## config.mk

```make
export PLATFORM = sky130hd
export DESIGN_NAME = stopwatch_lap_ctrl_flat
export DESIGN_NICKNAME = d
export VERILOG_FILES = /design/src/rtl/stopwatch_lap_ctrl_if.sv /design/src/rtl/stopwatch_lap_ctrl.sv /design/src/flat_wrapper.sv
export SDC_FILE = /design/constraint.sdc
export NUM_CORES = 1
export LEC_CHECK = 0
export BUFFER_PORTS_ARGS = -buffer_cell sky130_fd_sc_hd__buf_2
export CAP_MARGIN = 20
export CORE_MARGIN = 2
export CORE_UTILIZATION = 30
export DETAILED_ROUTE_END_ITERATION = 8
export GPL_TIMING_DRIVEN = 0
export PLACE_DENSITY = 0.46
export SETUP_SLACK_MARGIN = 0.05
export SYNTH_ARGS = -nofsm -noshare
export SYNTH_HDL_FRONTEND = slang
export SYNTH_SLANG_ARGS = --single-unit
```

## constraint.sdc

```tcl
create_clock -name clk -period 2.76 [get_ports clk]
set_input_delay 0.552 -clock clk [delete_from_list [all_inputs] [get_ports clk]]
set_output_delay 0.552 -clock clk [all_outputs]
set_load 0.01 [all_outputs]
```

## src/rtl/stopwatch_lap_ctrl_if.sv

```systemverilog
// Button and status bundle between the stopwatch panel and the lap/split controller.
// The master drives the raw button levels; the slave (controller) returns slot enables and display control.
interface stopwatch_lap_ctrl_if #(
  parameter int N_SLOTS = 10,
  parameter int SEL_W   = 4
);
  logic                   startstop;
  logic                   mark;
  logic                   pause;
  logic                   clear;
  logic                   mode;
  logic [N_SLOTS:0]       en;
  logic [2*N_SLOTS-1:0]   running;
  logic [SEL_W-1:0]       disp_sel;
  logic                   disp_update;
  logic                   full;

  modport master (
    output startstop, mark, pause, clear, mode,
    input  en, running, disp_sel, disp_update, full
  );

  modport slave (
    input  startstop, mark, pause, clear, mode,
    output en, running, disp_sel, disp_update, full
  );
endinterface

```

## src/rtl/stopwatch_lap_ctrl.sv

```systemverilog
// Control FSM for an N-slot split/lap stopwatch: synchronises the buttons, runs IDLE/RUN/STOP
// and drives slot counter enables, per-slot status and display selection/freeze.
module stopwatch_lap_ctrl #(
  parameter int N_SLOTS     = 10,
  parameter int SEL_W       = 4,
  parameter int SYNC_STAGES = 2
) (
  input  logic                  clk,
  input  logic                  n_reset,
  stopwatch_lap_ctrl_if.slave   bus
);

  typedef enum logic [1:0] {IDLE, RUN, STOP} state_t;

  localparam logic [SEL_W-1:0]       LAST        = SEL_W'(N_SLOTS - 1);
  localparam logic [2*N_SLOTS-1:0]   SPLIT_START = {N_SLOTS{2'b01}};
  localparam logic [2*N_SLOTS-1:0]   LAP_START   = {{(2*N_SLOTS-2){1'b0}}, 2'b01};

  // Button order in the vectors below: {clear, startstop, mark, pause}.
  logic [3:0]                  btn;
  logic [3:0][SYNC_STAGES-1:0] sync_q;
  logic [3:0]                  prev_q;
  logic [3:0]                  rise;
  logic                        clear_e, ss_e, mark_e, pause_e;

  state_t                  state_q;
  logic [SEL_W-1:0]        cur_q;
  logic [SEL_W-1:0]        nxt_cur;
  logic [SEL_W-1:0]        disp_sel_q;
  logic                    mode_q;
  logic [N_SLOTS:0]        en_q;
  logic [2*N_SLOTS-1:0]    running_q;
  logic                    disp_update_q;
  logic                    full_q;

  assign btn     = {bus.clear, bus.startstop, bus.mark, bus.pause};
  assign rise    = ~prev_q & {sync_q[3][SYNC_STAGES-1], sync_q[2][SYNC_STAGES-1],
                              sync_q[1][SYNC_STAGES-1], sync_q[0][SYNC_STAGES-1]};
  assign clear_e = rise[3];
  assign ss_e    = rise[2];
  assign mark_e  = rise[1];
  assign pause_e = rise[0];
  assign nxt_cur = cur_q + 1'b1;

  // Enables while running: SPLIT counts every slot from cur upward, LAP only slot cur.
  function automatic logic [N_SLOTS:0] run_en(input logic [SEL_W-1:0] c, input logic lap);
    logic [N_SLOTS:0] e;
    // NOTE: every bit gets a default before the loop so no path leaves e unassigned.
    e          = '0;
    e[N_SLOTS] = 1'b1;
    for (int j = 0; j < N_SLOTS; j++)
      e[j] = lap ? (j == int'(c)) : (j >= int'(c));
    return e;
  endfunction

  // NOTE: all state uses non-blocking assignments so every flop samples pre-edge values.
  always_ff @(posedge clk or negedge n_reset) begin
    if (!n_reset) begin
      sync_q <= '0;
      prev_q <= '0;
    end else begin
      for (int b = 0; b < 4; b++) begin
        sync_q[b] <= {sync_q[b][SYNC_STAGES-2:0], btn[b]};
        prev_q[b] <= sync_q[b][SYNC_STAGES-1];
      end
    end
  end

  always_ff @(posedge clk or negedge n_reset) begin
    if (!n_reset) begin
      state_q       <= IDLE;
      cur_q         <= '0;
      disp_sel_q    <= '0;
      mode_q        <= 1'b0;
      en_q          <= '0;
      running_q     <= '0;
      disp_update_q <= 1'b1;
      full_q        <= 1'b0;
    end else begin
      if (pause_e && state_q != IDLE)
        disp_update_q <= ~disp_update_q;

      case (state_q)
        IDLE: begin
          if (ss_e && !clear_e) begin
            mode_q     <= bus.mode;
            cur_q      <= '0;
            disp_sel_q <= '0;
            en_q       <= run_en('0, bus.mode);
            running_q  <= bus.mode ? LAP_START : SPLIT_START;
            state_q    <= RUN;
          end
        end

        RUN: begin
          if (clear_e) begin
            // clear has no effect while running but still masks the other buttons
          end else if (ss_e) begin
            en_q    <= '0;
            state_q <= STOP;
          end else if (mark_e && cur_q != LAST) begin
            for (int i = 0; i < N_SLOTS; i++) begin
              if (i == int'(cur_q))
                running_q[2*i +: 2] <= 2'b10;
              if (mode_q && i == int'(nxt_cur))
                running_q[2*i +: 2] <= 2'b01;
            end
            cur_q      <= nxt_cur;
            disp_sel_q <= nxt_cur;
            en_q       <= run_en(nxt_cur, mode_q);
            if (nxt_cur == LAST)
              full_q <= 1'b1;
          end
        end

        STOP: begin
          if (clear_e) begin
            // Overrides a same-cycle pause toggle: IDLE always shows live counters.
            state_q       <= IDLE;
            cur_q         <= '0;
            disp_sel_q    <= '0;
            mode_q        <= 1'b0;
            en_q          <= '0;
            running_q     <= '0;
            disp_update_q <= 1'b1;
            full_q        <= 1'b0;
          end else if (ss_e) begin
            en_q       <= run_en(cur_q, mode_q);
            disp_sel_q <= cur_q;
            state_q    <= RUN;
          end else if (mark_e) begin
            disp_sel_q <= (disp_sel_q == cur_q) ? '0 : disp_sel_q + 1'b1;
          end
        end

        default: state_q <= IDLE;
      endcase
    end
  end

  assign bus.en          = en_q;
  assign bus.running     = running_q;
  assign bus.disp_sel    = disp_sel_q;
  assign bus.disp_update = disp_update_q;
  assign bus.full        = full_q;

endmodule

```

## src/flat_wrapper.sv

```systemverilog
// flat-port wrapper written by rule: the top's interface ports become plain ports
module stopwatch_lap_ctrl_flat 
#(
  parameter int N_SLOTS     = 10,
  parameter int SEL_W       = 4,
  parameter int SYNC_STAGES = 2
)
  (clk, n_reset, bus_startstop, bus_mark, bus_pause, bus_clear, bus_mode, bus_en, bus_running, bus_disp_sel, bus_disp_update, bus_full);
  stopwatch_lap_ctrl_if #(.N_SLOTS(N_SLOTS), .SEL_W(SEL_W)) bus_i ();
  input  logic clk;
  input  logic n_reset;
  input wire logic [$bits(bus_i.startstop)-1:0] bus_startstop;
  input wire logic [$bits(bus_i.mark)-1:0] bus_mark;
  input wire logic [$bits(bus_i.pause)-1:0] bus_pause;
  input wire logic [$bits(bus_i.clear)-1:0] bus_clear;
  input wire logic [$bits(bus_i.mode)-1:0] bus_mode;
  output wire logic [$bits(bus_i.en)-1:0] bus_en;
  output wire logic [$bits(bus_i.running)-1:0] bus_running;
  output wire logic [$bits(bus_i.disp_sel)-1:0] bus_disp_sel;
  output wire logic [$bits(bus_i.disp_update)-1:0] bus_disp_update;
  output wire logic [$bits(bus_i.full)-1:0] bus_full;
  assign bus_i.startstop = bus_startstop;
  assign bus_i.mark = bus_mark;
  assign bus_i.pause = bus_pause;
  assign bus_i.clear = bus_clear;
  assign bus_i.mode = bus_mode;
  assign bus_en = bus_i.en;
  assign bus_running = bus_i.running;
  assign bus_disp_sel = bus_i.disp_sel;
  assign bus_disp_update = bus_i.disp_update;
  assign bus_full = bus_i.full;
  stopwatch_lap_ctrl #(.N_SLOTS(N_SLOTS), .SEL_W(SEL_W), .SYNC_STAGES(SYNC_STAGES)) u_core (.clk(clk), .n_reset(n_reset), .bus(bus_i));
endmodule
```

==> results of run 1 <==
==> power by group <==
group          internal, mW  switching (mW)  total [mW]
registers              1.06           0.151        1.21
clock network         0.269           0.274       0.543
logic                 0.929            1.64        2.57
==> metal layers <==
metal,routed length (um),global-route usage
met2,4970,0.298
met4,274,0.0642
met3,576,0.0247
met5,0,0
met1,4820,0.252
==> Yosys cell counts, types with 2 or more instances <==
library cell and number:
a211oi_1 2, and3_1 2, a32o_1 3, o2bb2ai_1 2
a311o_1 2, clkbuf_1 18, dfrtp_1 55, a221oi_1 2
o22ai_1 8, nor3_1 8, a22o_1 5, or2_2 3
and2_1 4, a21oi_1 26, nand2b_1 6, or3_1 2
nand4_1 2, o21ai_0 21, a31oi_1 13, xor2_1 6
a32oi_1 2, nor2b_1 12, o311ai_0 2, xnor2_1 2
nand3_1 7, inv_1 26, nor4b_1 2, nor2_1 27
o221ai_1 4, o21ai_1 6, ha_1 12, and3b_1 3
a21o_1 3, buf_2 2, mux2i_1 7, o211ai_1 3
o31ai_1 5, a21boi_0 6, nand2_1 33
==> how the worst max path moves through the flow <==
| stage | from | endpoint | slack (ns) | depth (start not counted) |
|---|---|---|---|---|
| floorplan | u_core.cur_q[0]$_DFFE_PN0P_ | u_core.bus.en[9]$_DFFE_PN0P_ | 0.36 | 7 |
| global placement | u_core.cur_q[0]$_DFFE_PN0P_ | u_core.bus.running[18]$_DFFE_PN0P_ | -0.13 | 7 |
| detailed placement | u_core.cur_q[0]$_DFFE_PN0P_ | u_core.bus.running[18]$_DFFE_PN0P_ | -0.1 | 7 |
| CTS | u_core.cur_q[0]$_DFFE_PN0P_ | u_core.bus.running[18]$_DFFE_PN0P_ | 0.09 | 7 |
| global route | u_core.state_q[0]$_DFFE_PN0P_ | u_core.bus.en[8]$_DFFE_PN0P_ | 0.05 | 9 |
| finish | u_core.state_q[0]$_DFFE_PN0P_ | u_core.bus.running[18]$_DFFE_PN0P_ | 0.25 | 7 |
==> critical path: stages (launching register included) <==
cell	delay [ns]
dfrtp_1	0.43
inv_1	0.10
ha_1	0.36
inv_1	0.15
nor2_1	0.64
or4_4	0.28
a31oi_1	0.08
mux2_1	0.36
==> cells by family (layout without fill, tap and decap cells) <==
family	count (synthesis)	after routing	share of synthesized area
AOI/OAI and AO/OA	128	128	0.258
and+or+nand+nor	118	118	0.177
DFF	56	56	0.416
buffers and inverters	48	99	0.0564
adders and majority gates	12	12	0.0445
muxes	9	9	0.0275
xor gates and xnor gates	8	8	0.0208
==> registers in the layout, summed over array words and instances, names as in the netlist <==
name,count
u_core.sync_q,8
u_core.state_q,2
u_core.bus.disp_sel,4
u_core.mode_q,1
u_core.prev_q,4
u_core.bus.en,11
u_core.cur_q,4
u_core.bus.running,20
u_core.bus.full,1
u_core.bus.disp_update,1
==> per-stage QoR <==
stage / worst slack, ns / setup TNS (ns)
detailed placement: -0.0990 / -0.147
CTS: 0.0872 / 0
finish: 0.254 / 0
floorplan: 0.364 / 0
global route: 0.0492 / 0
global placement: -0.128 / -0.211
==> area by class of cell <==
type / instances / share of cell area
timing repair buffer: 44 / 0.0600
clock inverter: 3 / 0.0109
buffer: 21 / 0.0243
clock buffer: 5 / 0.0176
tap: 140 / 0.0447
multi-input combinational: 275 / 0.460
sequential: 56 / 0.358
inverter: 26 / 0.0249
==> what timing repair did <==
action                                  CTS  global route
endpoints found under the setup margin    2             9
cloned                                    0             0
gates resized for setup                   2            10
==> metrics.md, run 1 <==
| Metric | Value |
|---|---|
| Fin crit share | 0.908 |
| DP HPWL | 8000 um |
| Root Driver | clkbuf_8 |
| Via density | 5.55 |
| F_max | 0.399 GHz |
| H-Tree Depth | 2 |
| CTS tree | yes |
| Unrepaired setup endpoints after global routing | true |
| # rows | 38 |
| Final nets | 448 |
| Detail Route Antenna Nets | 0 |
| Overall power | 4.32 mW |
| Hold buffers post-CTS | 0 |
| Number of fill cells | 1,167 |
| Setup CP Type | flip-flop to flip-flop |
| R2r startpoint | u_core.state_q[0]$_DFFE_PN0P_ |
| Final setup viols | 0 |
| CTS Sinks | 56 |
| Layout cell share with drive strength beyond 1 | 0.170 |
| Endpoints failing hold | 0 |
| Most frequent cells in the layout | 55 x dfrtp_1, 46 x buf_2, 33 x nand2_1 |
| Footprint of the multi-input gates | 0.00180 mm^2 |
| Setup crit end kind | flip-flop |
| Yosys warnings | 0 |
| Clock slew at reported path FFs | 0.10 ns |
| Vias in the first global route | 3,103 |
| Worst Path Required | 2.97 ns |
| Placed inst area | 0.00378 mm^2 |
| Via count | 3,164 |
| CTS Buf Count | 5 |
| Placed cells | 563 |
| Remaining Overflow, GRT | 0 |
| Starting Density | 0.310 |
| DRC Markers | 0 |
| Clk_lat worst skew | 0.31 ns |
| Register area share after synthesis | 0.416 |
| Routed wire length | 10,600 um |
| Pin count of the biggest net entering global routing | 30 |
| CTS Buffer Depth | 2 |
| Syn_nets | 398 |
| Type of the most critical hold path | primary input to asynchronous set/reset pin |
| Fin util | 0.360 |
| First-pass GRT wire length | 17,100 um |
| Initial antenna violation count | 0 |
| LEAKAGE | 1.75 nW |
| TritonRoute pass-1 iters | 5 |
| Share of async-settable or async-resettable flops after synthesis | 1.00 |
| Slew Viols, Final | 0 |
| Die height | 110 um |
| Yosys cell types | 64 |
| Critical Path Start Type | flip-flop |
| Total GRT Usage | 0.184 |
| WL per Instance | 18.7 um |
| Worst slew pin tran | 0.780 ns |
| Data arrival, critical path | 2.71 ns |
| Min Clock Period, post-route | 2.51 ns |
| Initial drt markers | 157 |
| Die footprint | 0.0121 mm^2 |
| Relative slew slack | 0.478 |
| Port-buffer cells | 43 |
| Finished Cell Area | 0.00392 mm^2 |
| Synthesized flop and latch total | 56 |
| Reg area | 0.00140 mm^2 |
| Cell depth of the worst flop-to-flop path | 7 |
| Mean area per synthesized cell | 8.90 um^2 |
| Syn Inst Count | 379 |
| Core ar. | 0.0109 mm^2 |
| Top cells by area, synth | dfrtp_1 41%, ha_1 4.5%, a21oi_1 3.9% |
| Pwr per Cell Area | 1100 mW/mm^2 |
| IO Pins | 44 |
| Number of synthesized flops with an enable pin | 0 |
| Yosys top cell by area | dfrtp_1 |
| Fin Hold WS | 0.255 ns |
| Finished Layout Cells | 570 |
| Flop-to-flop setup slack | 0.25 ns |
| Post-synth top area share | 0.408 |
| Post-Syn Area | 0.00337 mm^2 |
| Die Wd | 110 um |
| Top FF cell, synth | dfrtp_1 |
| Peak VDD IR | 0.392 mV |
| Post-CTS setup buffers | 0 |
| FF-to-FF End | u_core.bus.running[18]$_DFFE_PN0P_ |
| Commonest non-fill, non-tap cell in the layout | dfrtp_1 |
| CP max FO | 8 |
| Worst Skew | 0.00462 ns |
| Layout area overhead | 16.3% |
| Placer Congestion | 0.977 |
| Max-cap check violation count | 0 |
| Outcome | complete, no violations |
| # diodes | 0 |
(Power assumes the default switching activity.)
==> inputs of run 2 (changes only) <==
--- a/config.mk
+++ b/config.mk
@@ -5,6 +5,7 @@
 export SDC_FILE = /design/constraint.sdc
 export NUM_CORES = 1
 export LEC_CHECK = 0
+export ABC_AREA = 1
 export BUFFER_PORTS_ARGS = -buffer_cell sky130_fd_sc_hd__buf_2
 export CAP_MARGIN = 20
 export CORE_MARGIN = 2
==> metrics.md, run 2 <==
| Metric | Value |
|---|---|
| TritonRoute pass-1 iters | 4 (-1) |
| Top cells by area, synth | dfrtp_1 42%, nand2_1 13%, o21ai_0 4.8% |
| Pwr per Cell Area | 1120 mW/mm^2 (+1.7%) |
| Max-cap check violation count | 0 (unchanged) |
| Yosys top cell by area | dfrtp_1 |
| H-Tree Depth | 2 (unchanged) |
| Cell mode on critical path | nand2_1 |
| Die footprint | 0.0117 mm^2 (-3.4%) |
| # diodes | 0 (unchanged) |
| Placed cells | 605 (+7.5%) |
| Worst Path Required | 3.01 ns (+0.04 ns) |
| Setup TNS | 0 ns (unchanged) |
| Overall power | 4.21 mW (-2.5%) |
| DRC Markers | 0 (unchanged) |
| Endpoints failing hold | 0 (unchanged) |
| Post-synth top area share | 0.423 (+0.0151) |
| Port-buffer cells | 43 (unchanged) |
| Worst slew pin tran | 0.876 ns (+0.0957 ns) |
| Delay-heaviest family, CP | buffers and inverters |
| Worst Skew | 0.00704 ns (+0.00242 ns) |
| Yosys warnings | 0 (unchanged) |
| Hold buffers post-CTS | 0 (unchanged) |
| Worst Path Buf+Inv | 3 (+1) |
| Remaining Overflow, GRT | 0 (unchanged) |
| Routed wire length | 9090 um (-15%) |
| Min Clock Period, post-route | 2.16 ns (-0.344 ns) |
| Critical Path Start Type | flip-flop |
| Root Driver | clkbuf_8 |
| CTS Sinks | 56 (unchanged) |
| Post-Syn Area | 0.00325 mm^2 (-3.6%) |
| Fin Hold WS | 0.236 ns (-0.0185 ns) |
| Number of synthesized flops with an enable pin | 0 (unchanged) |
| Placer Congestion | 0.882 (-9.8%) |
| Layout cell share with drive strength beyond 1 | 0.205 (+0.0353) |
| Setup CP Type | flip-flop to flip-flop |
| Synth top cells by count | 116 x nand2_1, 55 x dfrtp_1, 37 x nor2_1, 31 x o21ai_0, 30 x nand3_1 |
| Flop-to-flop setup slack | 0.60 ns (+0.34 ns) |
| Yosys cell types | 38 (-41%) |
| Fin crit share | 0.783 (-0.125) |
| Outcome | complete, no violations |
| Syn_nets | 440 (+11%) |
| Mean area per synthesized cell | 7.72 um^2 (-13%) |
| Final nets | 491 (+9.6%) |
| Total GRT Usage | 0.166 (-0.0175) |
| First-pass GRT wire length | 15,200 um (-11%) |
| Layout area overhead | 15.6% |
| Type of the most critical hold path | primary input to asynchronous set/reset pin |
| Pin count of the biggest net entering global routing | 31 (+3.3%) |
| Detail Route Antenna Nets | 0 (unchanged) |
| Max reg flops | 20 (unchanged) |
| Vias in the first global route | 2,956 (-4.7%) |
| WL per Instance | 14.8 um (-21%) |
| Die Wd | 108 um (-1.7%) |
| Initial drt markers | 146 (-7.0%) |
| Starting Density | 0.304 (-0.00572) |
| Post-CTS setup buffers | 0 (unchanged) |
| Cells along the critical path | inv_1 -> ha_1 -> clkbuf_1 -> buf_1 -> nand3_1 -> nand2_1 -> nand2_1 -> o21ai_1 |
| Peak VDD IR | 0.349 mV (-11%) |
| Die height | 108 um (-1.7%) |
| Most instantiated library cell after synthesis | nand2_1 |
| F_max | 0.463 GHz (+16%) |
| Post-CTS Resized | 0 (-2) |
| Fin util | 0.351 (-0.00869) |
| Syn Inst Count | 421 (+11%) |
| Commonest non-fill, non-tap cell in the layout | nand2_1 |
| Share of async-settable or async-resettable flops after synthesis | 1.00 (unchanged) |
| Setup crit end kind | flip-flop |
| Register area share after synthesis | 0.431 (+0.0154) |
| Synthesized flop and latch total | 56 (unchanged) |
| Relative slew slack | 0.414 (-0.0640) |
| Top FF cell, synth | dfrtp_1 |
| IO Pins | 44 (unchanged) |
| LEAKAGE | 1.83 nW (+4.5%) |
| Unrepaired setup endpoints after global routing | false |
| Most frequent cells in the layout | 116 x nand2_1, 55 x dfrtp_1, 48 x buf_2 |
| Worst path max stage delay | 0.46 ns (-0.18 ns) |
| Via density | 4.71 (-15%) |
| Clk_lat worst skew | 0.32 ns (about the same) |
| Cell depth of the worst flop-to-flop path | 8 (+1) |
| DP HPWL | 7020 um (-12%) |
| Finished Layout Cells | 613 (+7.5%) |
| # rows | 38 (unchanged) |
| Core ar. | 0.0107 mm^2 (-1.7%) |
| Final setup viols | 0 (unchanged) |
| Clock slew at reported path FFs | 0.11 ns (about the same) |
| Slew Viols, Final | 0 (unchanged) |
| CTS Buffer Depth | 2 (unchanged) |
| Slowest stage cell on the critical path | buf_1 |
| CTS Buf Count | 5 (unchanged) |
| CTS tree | yes |
| CP max FO | 10 (+2) |
| FF-to-FF End | u_core.bus.running[18]$_DFFE_PN0P_ |
| Via count | 2,889 (-8.7%) |
| R2r startpoint | u_core.state_q[1]$_DFFE_PN0P_ |
| Initial antenna violation count | 0 (unchanged) |
| Data arrival, critical path | 2.41 ns (-0.30 ns) |
run 2: changes by cell type after synthesis, moves of 8 or more:
cell and change:
o21ai_0 +10, a31oi_1 -13, nor2b_1 -12, nand2_2 +11, nor2_1 +10, nand2_1 +83, inv_2 +8, o21ai_1 +10
nand3_1 +23, clkbuf_1 -12
run 2: cell type report:
class | instances | area (um^2)
clock buffers | 5 | 68.8
flip-flops and latches | 56 | 1400
fillers | 1181 | 6940
plain buffers | 17 | 100
multi-input cells | 316 | 1630
clock inverters | 3 | 27.5
well taps | 140 | 175
repair buffers | 44 | 235
inverters | 32 | 120
run 2: routing by layer:
metal	GRT usage	vias up	part of all wire
li1	-	1482	-
met1	0.219	1356	0.47
met2	0.292	45	0.49
met3	0.0205	6	0.034
met4	0.0366	0	0.0093
met5	0	-	0
run 2: cells by family (layout without fill, tap and decap cells):
logic type,Yosys count,count (layout),synth area share
simple gates,216,216,0.296
compound gates,82,82,0.142
flops,56,56,0.431
buf+inv,49,101,0.0677
fa+ha+maj,12,12,0.0462
xor+xnor,6,6,0.0162
run 2: stage by stage:
stage	setup slack (ns)	instance area [um^2]
2_1_floorplan	1.02	3250
3_3_place_gp	0.602	3640
4_1_cts	0.560	3760
3_5_place_dp	0.594	3660
6_report	0.598	3760
5_1_grt	0.389	3760
run 2: worst max path at each step:
stage,start,slack [ns],cells past startpoint,end
6_report,u_core.state_q[1]$_DFFE_PN0P_,0.60,8,u_core.bus.running[18]$_DFFE_PN0P_
3_3_place_gp,u_core.state_q[1]$_DFFE_PN0P_,0.60,8,u_core.bus.running[13]$_DFFE_PN0P_
5_1_grt,u_core.state_q[0]$_DFFE_PN0P_,0.39,8,u_core.bus.disp_sel[0]$_DFFE_PN0P_
4_1_cts,u_core.state_q[0]$_DFFE_PN0P_,0.56,8,u_core.bus.disp_sel[3]$_DFFE_PN0P_
3_5_place_dp,u_core.state_q[1]$_DFFE_PN0P_,0.59,8,u_core.bus.running[18]$_DFFE_PN0P_
2_1_floorplan,u_core.cur_q[0]$_DFFE_PN0P_,1.02,9,u_core.bus.running[18]$_DFFE_PN0P_
run 2: where the power goes:
group	internal, mW	switching [mW]
sequential	1.10	0.153
combinational	0.824	1.65
clock	0.187	0.296
total	2.11	2.10
==> inputs of run 3 (changes only) <==
==> constraint.sdc (replaced) <==
create_clock -name clk -period 2 [get_ports clk]
set_input_delay 0.4 -clock clk [delete_from_list [all_inputs] [get_ports clk]]
set_output_delay 0.4 -clock clk [all_outputs]
set_load 0.01 [all_outputs]
==> metrics.md, run 3 (synthesized netlist as in run 2, its figures left out) <==
| Metric | Value |
|---|---|
| WL per Instance | 15.0 um (+1.0%) |
| Fin crit share | 0.935 (+0.152) |
| Via count | 2,987 (+3.4%) |
| Type of the most critical hold path | primary input to asynchronous set/reset pin |
| Starting Density | 0.304 (unchanged) |
| Data arrival, critical path | 2.08 ns (-0.33 ns) |
| Total GRT Usage | 0.168 (+0.00191) |
| Hold buffers post-CTS | 0 (unchanged) |
| Worst Skew | 0.00748 ns (+0.000442 ns) |
| LEAKAGE | 1.92 nW (+5.0%) |
| # diodes | 0 (unchanged) |
| Critical Path Start Type | flip-flop |
| Port-buffer cells | 43 (unchanged) |
| Setup crit end kind | flip-flop |
| TritonRoute pass-1 iters | 4 (unchanged) |
| Via density | 4.79 (+1.6%) |
| Footprint of the multi-input gates | 0.00171 mm^2 (+4.9%) |
| Pwr per Cell Area | 1600 mW/mm^2 (+42%) |
| Final setup viols | 0 (unchanged) |
| Slew Viols, Final | 0 (unchanged) |
| Pin count of the biggest net entering global routing | 31 (unchanged) |
| Initial drt markers | 151 (+3.4%) |
| Most frequent cells in the layout | 115 x nand2_1, 54 x dfrtp_1, 48 x buf_2 |
| Commonest non-fill, non-tap cell in the layout | nand2_1 |
| Final nets | 502 (+2.2%) |
| Min Clock Period, post-route | 1.87 ns (-0.292 ns) |
| CTS Buf Count | 5 (unchanged) |
| Peak VDD IR | 0.499 mV (+43%) |
| DRC Markers | 0 (unchanged) |
| Reg area | 0.00140 mm^2 (about the same) |
| Die Wd | 108 um (unchanged) |
| Initial antenna violation count | 0 (unchanged) |
| Worst slew pin tran | 0.642 ns (-0.234 ns) |
| Layout area overhead | 22.7% |
| Placer Congestion | 0.882 (unchanged) |
| Clock slew at reported path FFs | 0.11 ns (about the same) |
| F_max | 0.535 GHz (+16%) |
| Root Driver | clkbuf_8 |
| Number of fill cells | 1,168 (-1.1%) |
| First-pass GRT wire length | 15,300 um (+0.96%) |
| Finished Cell Area | 0.00399 mm^2 (+6.2%) |
| Die footprint | 0.0117 mm^2 (unchanged) |
| Placed inst area | 0.00366 mm^2 (unchanged) |
| Outcome | complete, no violations |
| Fin util | 0.373 (+0.0216) |
| Endpoints failing hold | 0 (unchanged) |
| Layout cell share with drive strength beyond 1 | 0.267 (+0.0615) |
| Vias in the first global route | 2,990 (+1.2%) |
| CTS tree | yes |
| Max-cap check violation count | 0 (unchanged) |
| Core ar. | 0.0107 mm^2 (unchanged) |
| Clk_lat worst skew | 0.32 ns (about the same) |
| Worst Path Required | 2.21 ns (-0.80 ns) |
| Die height | 108 um (unchanged) |
| Max reg flops | 20 (unchanged) |
| Relative slew slack | 0.572 (+0.158) |
| IO Pins | 44 (unchanged) |
| H-Tree Depth | 2 (unchanged) |
| Unrepaired setup endpoints after global routing | true |
| Remaining Overflow, GRT | 0 (unchanged) |
| # rows | 38 (unchanged) |
| Detail Route Antenna Nets | 0 (unchanged) |
| Setup CP Type | flip-flop to flip-flop |
| CP max FO | 8 (-2) |
| DP HPWL | 7020 um (unchanged) |
| CTS Buffer Depth | 2 (unchanged) |
| Fin Hold WS | 0.0831 ns (-0.153 ns) |
| Routed wire length | 9350 um (+2.8%) |
| CTS Sinks | 56 (unchanged) |
run 3: path summary, 6_finish.rpt:
check / slack [ns] / to / startpoint / depth (start not counted)
worst max register to register: 0.13 / u_core.bus.running[18]$_DFFE_PN0P_ / u_core.cur_q[1]$_DFFE_PN0P_ / 10
worst min-delay path: 0.08 / u_core.bus.running[12]$_DFFE_PN0P_ / n_reset / 1
worst min register to register: 0.36 / u_core.sync_q[1]$_DFF_PN0_ / u_core.sync_q[0]$_DFF_PN0_ / 0
min in group clk: 0.18 / u_core.sync_q[2]$_DFF_PN0_ / bus_mark / 1
worst max-delay path: 0.13 / u_core.bus.running[18]$_DFFE_PN0P_ / u_core.cur_q[1]$_DFFE_PN0P_ / 10
max in group asynchronous: 1.25 / u_core.bus.disp_update$_DFF_PN1_ / n_reset / 2
run 3: timing repair:
action,CTS,global route
setup endpoints to repair,42,37
pin swaps,1,6
setup buffers,3,8
cloned,0,1
gates resized for setup,12,21
run 3: where the power goes:
part	switching, mW	leakage (nW)	internal (mW)	total [mW]
clock network	0.412	0.0463	0.258	0.670
logic	2.45	1.18	1.53	3.98
registers	0.202	0.696	1.52	1.72
run 3: per-layer routing:
| metal | share of wire | wire (um) | vias up | global-route usage |
|---|---|---|---|---|
| li1 | - | - | 1502 | - |
| met1 | 0.46 | 4270 | 1418 | 0.219 |
| met2 | 0.50 | 4660 | 55 | 0.296 |
| met3 | 0.031 | 290 | 12 | 0.0217 |
| met4 | 0.015 | 136 | 0 | 0.0403 |
| met5 | 0 | 0 | - | 0 |
run 3: layout make-up:
| class | instances | area share |
|---|---|---|
| plain buffers | 16 | 0.0295 |
| clock buffers | 5 | 0.0172 |
| clock inverters | 3 | 0.00690 |
| inverters | 32 | 0.0301 |
| multi-input cells | 316 | 0.428 |
| flip-flops and latches | 56 | 0.352 |
| well taps | 140 | 0.0439 |
| repair buffers | 56 | 0.0922 |
run 3: through the flow:
stage | std cells | power, mW | setup slack, ns | setup TNS, ns
final | 624 | 6.37 | 0.130 | 0
after global routing | 624 | 6.98 | 0.0264 | 0
after CTS | 615 | 6.00 | 0.0519 | 0
after detailed placement | 605 | 5.23 | -0.166 | -4.27
after global placement | 604 | 5.20 | -0.158 | -3.61
after floorplan | 421 | 4.11 | 0.260 | 0
run 3: critical path, stage by stage (launching register included):
cell     delay, ns
dfrtp_1       0.41
buf_6         0.16
inv_2         0.07
ha_1          0.31
inv_2         0.11
nand4_4       0.14
or2_1         0.27
nand3_1       0.11
nand2_1       0.08
nand2_1       0.06
o21ai_1       0.06
